## src/rtl/vga_pkg.sv

```systemverilog
// Shared definitions for the VGA receive-side timing decoder: default
// 640x480@60 timing, the lock state machine encoding and the edge record
// produced by each input synchroniser.
package vga_pkg;

    localparam int H_TOTAL_DEF     = 800;
    localparam int V_TOTAL_DEF     = 525;
    localparam int H_ACTIVE_DEF    = 640;
    localparam int V_ACTIVE_DEF    = 480;
    localparam int CAP_W_DEF       = 256;
    localparam int CAP_H_DEF       = 256;
    localparam int LOCK_FRAMES_DEF = 2;

    typedef enum logic [1:0] {
        SEEK_VS,
        SEEK_HS,
        TRACK,
        LOCKED
    } sync_state_t;

    // Registered level of an input plus its rise/fall pulses.
    typedef struct packed {
        logic level;
        logic rise;
        logic fall;
    } edge_t;

    // Counters stick at all-ones instead of wrapping, so a runaway line or
    // frame can never alias back onto a legal count.
    function automatic logic [9:0] sat_inc(input logic [9:0] v);
        return (v == 10'h3FF) ? v : v + 10'd1;
    endfunction

endpackage

```

## src/rtl/vga_edge_detect.sv

```systemverilog
// Input register for one timing signal plus rise/fall detection on the
// registered copy. The pulses are combinational from two flops, so they line
// up with the registered level seen by the decoder.
module vga_edge_detect
    import vga_pkg::*;
(
    input  logic  clk,
    input  logic  reset,
    input  logic  din,
    output edge_t ed
);

    logic sync_q;
    logic prev_q;

    // Capture the pin, then keep one older copy to compare against.
    always_ff @(posedge clk or negedge reset) begin
        if (!reset) begin
            sync_q <= 1'b0;
            prev_q <= 1'b0;
        end else begin
            sync_q <= din;
            prev_q <= sync_q;
        end
    end

    assign ed = '{level: sync_q, rise: sync_q & ~prev_q, fall: ~sync_q & prev_q};

endmodule

```

## src/rtl/vga_sync_decoder.sv

```systemverilog
// Receive side of the VGA timing interface: recovers pixel position from
// hsync/vsync/blank, verifies line and frame timing, locks after clean frames
// and, once locked, writes the top-left capture window into a RAM using
// row-major y*CAP_W+x addressing.
module vga_sync_decoder
    import vga_pkg::*;
#(
    parameter int H_TOTAL     = H_TOTAL_DEF,
    parameter int V_TOTAL     = V_TOTAL_DEF,
    parameter int H_ACTIVE    = H_ACTIVE_DEF,
    parameter int V_ACTIVE    = V_ACTIVE_DEF,
    parameter int CAP_W       = CAP_W_DEF,
    parameter int CAP_H       = CAP_H_DEF,
    parameter int LOCK_FRAMES = LOCK_FRAMES_DEF
) (
    input  logic        clk,
    input  logic        reset,
    input  logic        hsync,
    input  logic        vsync,
    input  logic        blank,
    input  logic [7:0]  pix_in,
    output logic [9:0]  px_x,
    output logic [9:0]  px_y,
    output logic        px_valid,
    output logic        frame_start,
    output logic        locked,
    output logic        line_err,
    output logic        frame_err,
    output logic        cap_we,
    output logic [15:0] cap_addr,
    output logic [7:0]  cap_data
);

    edge_t       hs_e;
    edge_t       vs_e;
    edge_t       bl_e;
    logic [7:0]  pix_q;
    logic [9:0]  hcnt;
    logic [9:0]  vcnt;
    logic [7:0]  good_cnt;
    sync_state_t state;

    logic [9:0]  hcnt_next;
    logic [9:0]  vcnt_next;
    logic [9:0]  x_next;
    logic [9:0]  y_next;
    logic        tracking;
    logic        line_bad;
    logic        frame_bad;
    logic        cap_ok;
    logic [15:0] addr_next;
    logic        unused_lvl;

    vga_edge_detect u_hs (.clk(clk), .reset(reset), .din(hsync), .ed(hs_e));
    vga_edge_detect u_vs (.clk(clk), .reset(reset), .din(vsync), .ed(vs_e));
    vga_edge_detect u_bl (.clk(clk), .reset(reset), .din(blank), .ed(bl_e));

    // Only the edges of the sync signals matter; their levels are dropped.
    assign unused_lvl = hs_e.level ^ vs_e.level;

    // Next counter values and timing checks. A vsync edge coinciding with an
    // hsync edge is handled as "new frame first, then line 0 starts", which is
    // why the line count restarts at 1 in that case. Active run length is the
    // last column plus one, so it is checked as x == H_ACTIVE-1 on blank fall.
    always_comb begin
        hcnt_next = hs_e.fall ? 10'd0 : sat_inc(hcnt);
        x_next    = bl_e.rise ? 10'd0 : (bl_e.level ? sat_inc(px_x) : px_x);
        y_next    = vs_e.fall ? 10'd0 : (bl_e.fall ? sat_inc(px_y) : px_y);

        if (vs_e.fall)
            vcnt_next = hs_e.fall ? 10'd1 : 10'd0;
        else if (hs_e.fall)
            vcnt_next = sat_inc(vcnt);
        else
            vcnt_next = vcnt;

        tracking  = (state == TRACK) || (state == LOCKED);
        line_bad  = tracking &&
                    ((hs_e.fall && (hcnt != 10'(H_TOTAL - 1))) ||
                     (bl_e.fall && (px_x != 10'(H_ACTIVE - 1))));
        frame_bad = (state != SEEK_VS) && vs_e.fall &&
                    ((vcnt != 10'(V_TOTAL)) || (px_y != 10'(V_ACTIVE)));

        cap_ok    = (state == LOCKED) && bl_e.level &&
                    (32'(x_next) < 32'(CAP_W)) && (32'(y_next) < 32'(CAP_H)) &&
                    !line_bad && !frame_bad;
        addr_next = 16'(32'(y_next) * 32'(CAP_W) + 32'(x_next));
    end

    // Counters, registered outputs and the lock state machine. Any error pulse
    // throws the decoder back to searching for vsync; locked follows the state
    // one cycle later, while capture gating uses the state directly.
    always_ff @(posedge clk or negedge reset) begin
        if (!reset) begin
            pix_q       <= 8'd0;
            hcnt        <= 10'd0;
            vcnt        <= 10'd0;
            good_cnt    <= 8'd0;
            state       <= SEEK_VS;
            px_x        <= 10'd0;
            px_y        <= 10'd0;
            px_valid    <= 1'b0;
            frame_start <= 1'b0;
            locked      <= 1'b0;
            line_err    <= 1'b0;
            frame_err   <= 1'b0;
            cap_we      <= 1'b0;
            cap_addr    <= 16'd0;
            cap_data    <= 8'd0;
        end else begin
            pix_q       <= pix_in;
            hcnt        <= hcnt_next;
            vcnt        <= vcnt_next;
            px_x        <= x_next;
            px_y        <= y_next;
            px_valid    <= bl_e.level;
            frame_start <= vs_e.fall;
            locked      <= (state == LOCKED);
            line_err    <= line_bad;
            frame_err   <= frame_bad;
            cap_we      <= cap_ok;
            cap_addr    <= addr_next;
            cap_data    <= pix_q;

            if (line_bad || frame_bad) begin
                state    <= SEEK_VS;
                good_cnt <= 8'd0;
            end else begin
                case (state)
                    SEEK_VS: begin
                        good_cnt <= 8'd0;
                        if (vs_e.fall)
                            state <= hs_e.fall ? TRACK : SEEK_HS;
                    end
                    SEEK_HS: begin
                        if (hs_e.fall)
                            state <= TRACK;
                    end
                    TRACK: begin
                        if (vs_e.fall) begin
                            if (good_cnt == 8'(LOCK_FRAMES - 1))
                                state <= LOCKED;
                            else
                                good_cnt <= good_cnt + 8'd1;
                        end
                    end
                    default: begin
                        state <= LOCKED;
                    end
                endcase
            end
        end
    end

endmodule

```

## config.mk

```make
export PLATFORM = sky130hd
export DESIGN_NAME = vga_sync_decoder
export DESIGN_NICKNAME = d
export VERILOG_FILES = /design/src/rtl/vga_pkg.sv /design/src/rtl/vga_edge_detect.sv /design/src/rtl/vga_sync_decoder.sv
export SDC_FILE = /design/constraint.sdc
export NUM_CORES = 1
export LEC_CHECK = 0
export CORE_ASPECT_RATIO = 1.4
export CORE_MARGIN = 4
export CORE_UTILIZATION = 35
export CTS_BUF_LIST = sky130_fd_sc_hd__clkbuf_2 sky130_fd_sc_hd__clkbuf_4 sky130_fd_sc_hd__clkbuf_8
export DETAILED_ROUTE_END_ITERATION = 10
export PLACE_DENSITY = 0.54
export SYNTH_ARGS = -nofsm -noshare
export SYNTH_HDL_FRONTEND = slang
export SYNTH_SLANG_ARGS = --single-unit
```

## constraint.sdc

```tcl
create_clock -name clk -period 3.2 [get_ports clk]
set_input_delay 0.64 -clock clk [delete_from_list [all_inputs] [get_ports clk]]
set_output_delay 0.64 -clock clk [all_outputs]
set_load 0.05 [all_outputs]
```

==> impl_summary.log <==
[metrics] Crit path largest cell delay: roughly 0.47 ns
[metrics] register area: ~0.0021 sq mm
[metrics] half-perimeter wire length after detailed placement: 6260 um
[metrics] worst path bufs/invs: 0
[metrics] post-synth cell types: 59
[metrics] Final Net Count: 456
[metrics] fraction of registers with async set/reset: 100%
[metrics] clock latency reported for the late side of the worst-skew pair: about 0.35 ns
[metrics] maximum level of the CTS H-tree: 3
[metrics] Syn Nets: 393
[metrics] adder-cell area share of the yosys netlist: 3.67%
[metrics] number of endpoints failing setup at the final stage: 0
[metrics] largest family of logic cells by synthesized area: simple AND/OR/NAND/NOR gates
[metrics] required time reported for the critical path endpoint: roughly 3.4 ns
[metrics] Post-synth top flop: dfrtp_1
[metrics] pwr dens: ~550 mW/mm^2
[metrics] Data arrival, critical path: 2.91 ns
[metrics] sequential share of power: between 40 and 50%
[metrics] unrepaired setup endpoints after global routing: false
[metrics] setup TNS after final layout: 0 ns
[metrics] Post-CTS Setup Inserts: 0
[metrics] cell class contributing the biggest share of worst-path delay: simple AND/OR/NAND/NOR gates
[metrics] synth warn: 0
[metrics] routability-driven placement congestion ratio: 0.807
[metrics] cts bufs inserted: 9
[metrics] Worst IR Drop VDD: 236 uV
[metrics] Switch Pwr: 0.804 mW
[metrics] # hold bufs at CTS: 0
[metrics] fillers: 1035
[metrics] Clk pwr share: 36.1%
[metrics] global-route congestion overflow total: 0
[metrics] outcome: finished clean
[metrics] category of the critical setup timing path: flip-flop to flip-flop
[metrics] global-route layer with the greatest usage: met2
[metrics] Max Cap Violations: 0
[metrics] Max Root-Sink Buffers: 2
[metrics] Die Span X: about 98 um
[metrics] antenna-violating nets left: 0
[metrics] average detailed-routed wire length per instance: ~15 um
[metrics] number of synthesized register bits: 85
[metrics] total number of vias: 2912
[metrics] initial core utilization: 36.2%
[metrics] Fmax: 0.375 GHz
[metrics] area fraction in and, or, nand and nor cells after synthesis: 19.1%
[metrics] Max Fanout on Critical Path: 7
[metrics] standard-cell row count: 45
[metrics] DRT Wirelength: 8540 um
[metrics] post-route clock skew: 0.00865 ns
[metrics] ratio of cells with drive above 1 in the final layout: 8.01%
[metrics] count of routing violations after the opening detailed-route iteration: 132
[metrics] leading cell types in the layout, fill and taps excluded: dfrtp_1, clkdlybuf4s50_1, nor2_1, nand3_1, nand2_1
[metrics] most frequent standard cell in the layout excluding fill and tap cells: dfrtp_1
[metrics] fraction of power consumed by combinational cells: 18.6%
[metrics] wire length of the first global-routing pass: between 10000 and 15000 um
[metrics] startpoint kind of the worst setup timing path: flip-flop
[metrics] Hold Fails Final Rpt: 0
[metrics] clock-pin slew on the worst setup and hold paths: approximately 0.09 ns
[metrics] pin count of the biggest net entering global routing: 47
[metrics] number of enable-type register cells in the synthesized netlist: 0
[metrics] worst hold path class: input port to async pin
[metrics] type of destination of the critical path: flip-flop
[metrics] number of clock sinks: 85
[metrics] clock root buffer master: clkbuf_8
[metrics] multiplexer fraction of the synthesized cell area: ~1.6%
[metrics] Tot GR Track Use: 13.8%
[metrics] Post-Synthesis Cells: 369
[metrics] first-pass iteration count of the detailed router: 4
[metrics] antenna violations before repair: 0
[metrics] Pleak: ~2.1 nW
[metrics] list of cells traversed by the critical path: ha_1, nand3_1, o31ai_2, mux2i_1, nor2_1, ha_1, a21oi_1, nor3_1, nand3_1, xnor2_1
[metrics] die height: 134 um
[metrics] crit share post-route: 83.4%
[metrics] post-route DRC violation count: 0
[metrics] P_int: 1.95 mW
[metrics] die footprint: around 0.013 sq mm
[metrics] worst slew margin relative to its limit: 42.5%
[metrics] area growth from synthesis to final layout: 25.7%
[metrics] number of buffers added on ports: 62
[metrics] Mean Syn Cell Area: 10.7 sq um
[metrics] met1 usage: about 17%
[metrics] highest-delay cell along the critical path: o31ai_2
[metrics] post-CTS sizing: 0
[metrics] antenna diode count: 0
[metrics] worst hold slack: around 0.28 ns
[metrics] measured slew at the worst slew-check pin: roughly 0.85 ns
[metrics] combined area of the multi-input logic cells: 0.00169 sq mm
[metrics] sequential cell area fraction in the yosys report: 53.8%
[metrics] number of vias per cell after detailed routing: 5.04
[metrics] clock tree from TritonCTS: done
[metrics] Placeable Area: about 0.011 sq mm
[metrics] net switching fraction of the power: roughly 29%
[metrics] r2r startpoint: px_y[1]
[metrics] Cell Area, Synth: ~0.0040 sq mm
[metrics] final slew viol count: 0
[metrics] number of top-level pins: 63
[metrics] final critical path time including I/O delays and setup: 2.67 ns
[metrics] met3 track demand over resource in global routing: 3.09%
[metrics] area share of xor/xnor cells in the synthesized design: 6.20%
[metrics] number of global-route vias before repair: 2912
[metrics] global-route met2 utilization: 23.3%
[metrics] crit path launch: px_y[1]
[metrics] fraction of the mapped netlist area in compound gates: between 10% and 20%
## final timing paths
check	to	slack (ns)	depth (start not counted)
max	cap_addr[13]	0.53	10
min	vcnt[7]	0.28	1
max reg2reg	cap_addr[13]	0.53	10
min reg2reg	cap_data[1]	0.35	0
max in group asynchronous	pix_q[5]	2.18	2
min in group clk	cap_data[1]	0.35	0
## flip-flops by register name, summed over array words and instances, names as in the netlist, 2 cells and up
name	cells
px_x	2
px_y	10
cap_data	8
cap_addr	16
good_cnt	8
state	2
pix_q	8
vcnt	10
hcnt	10
## synth_stat cells (3+ instances only)
master | count | area [sq um]
clkbuf_1 | 5 | 18.8
ha_1 | 10 | 125
inv_1 | 10 | 37.5
and3_1 | 6 | 37.5
xnor2_1 | 15 | 131
nor2b_1 | 5 | 31.3
xor2_1 | 13 | 114
nor3_1 | 7 | 35.0
nand3_1 | 24 | 120
nand2b_1 | 4 | 25.0
buf_2 | 3 | 15.0
nand2_1 | 22 | 82.6
nor2_1 | 38 | 143
and4_1 | 4 | 35.0
mux2i_1 | 4 | 40.0
o21ai_0 | 19 | 95.1
o211ai_1 | 3 | 22.5
dfrtp_1 | 85 | 2130
or3_1 | 4 | 25.0
and2_1 | 5 | 31.3
nand4_1 | 10 | 62.6
a31oi_1 | 7 | 43.8
a21oi_1 | 9 | 45.0
o31ai_1 | 7 | 52.6
buf_4 | 8 | 60.1
## power groups by stage
stage / clock network, mW / registers [mW] / logic, mW
CTS: 1.03 / 1.25 / 0.521
global placement: 0 / 1.26 / 0.515
floorplan: 0 / 1.35 / 0.247
detailed placement: 0 / 1.27 / 0.516
global route: 1.07 / 1.27 / 0.567
finish: 0.995 / 1.25 / 0.512
## logic make-up (layout without fill, tap and decap cells)
family,after synthesis,count (layout)
flops,85,85
buf+inv,28,96
simple gates,144,144
fa+ha+maj,11,11
compound gates,67,67
xor+xnor,28,28
mux,6,6
## routing by layer
metal | vias up | wire length, um | share of wire, %
li1 | 1434 | - | -
met1 | 1412 | 3640 | 43
met2 | 52 | 4390 | 51
met3 | 14 | 300 | 3.5
met4 | 0 | 206 | 2.4
met5 | - | 0 | 0
## stage by stage
| step | cell area (sq um) | total power, mW | std cells | utilization [%] | setup WS (ns) |
|---|---|---|---|---|---|
| final | 4970 | 2.76 | 578 | 45.5 | 0.532 |
| after global routing | 4970 | 2.90 | 578 | 45.5 | 0.306 |
| after CTS | 4970 | 2.80 | 578 | 45.5 | 0.537 |
| after detailed placement | 4700 | 1.79 | 562 | 43.0 | 0.559 |
| after global placement | 4700 | 1.78 | 562 | 43.0 | 0.642 |
| after floorplan | 3950 | 1.60 | 369 | - | 0.438 |
## worst register-to-register path: stages (launching register included)
cell and delay [ns]:
dfrtp_1 0.46, ha_1 0.22, nand3_1 0.16, o31ai_2 0.47
mux2i_1 0.24, nor2_1 0.11, ha_1 0.30, a21oi_1 0.08
nor3_1 0.24, nand3_1 0.14, xnor2_1 0.14
## cell type report
class | instances | area share, %
clock inverter | 6 | 2.70
tap | 141 | 3.55
multi-input combinational | 256 | 34.0
inverter | 11 | 0.831
timing repair buffer | 69 | 13.5
clock buffer | 10 | 2.64
sequential | 85 | 42.8
Power figures use the tool's default switching activity.
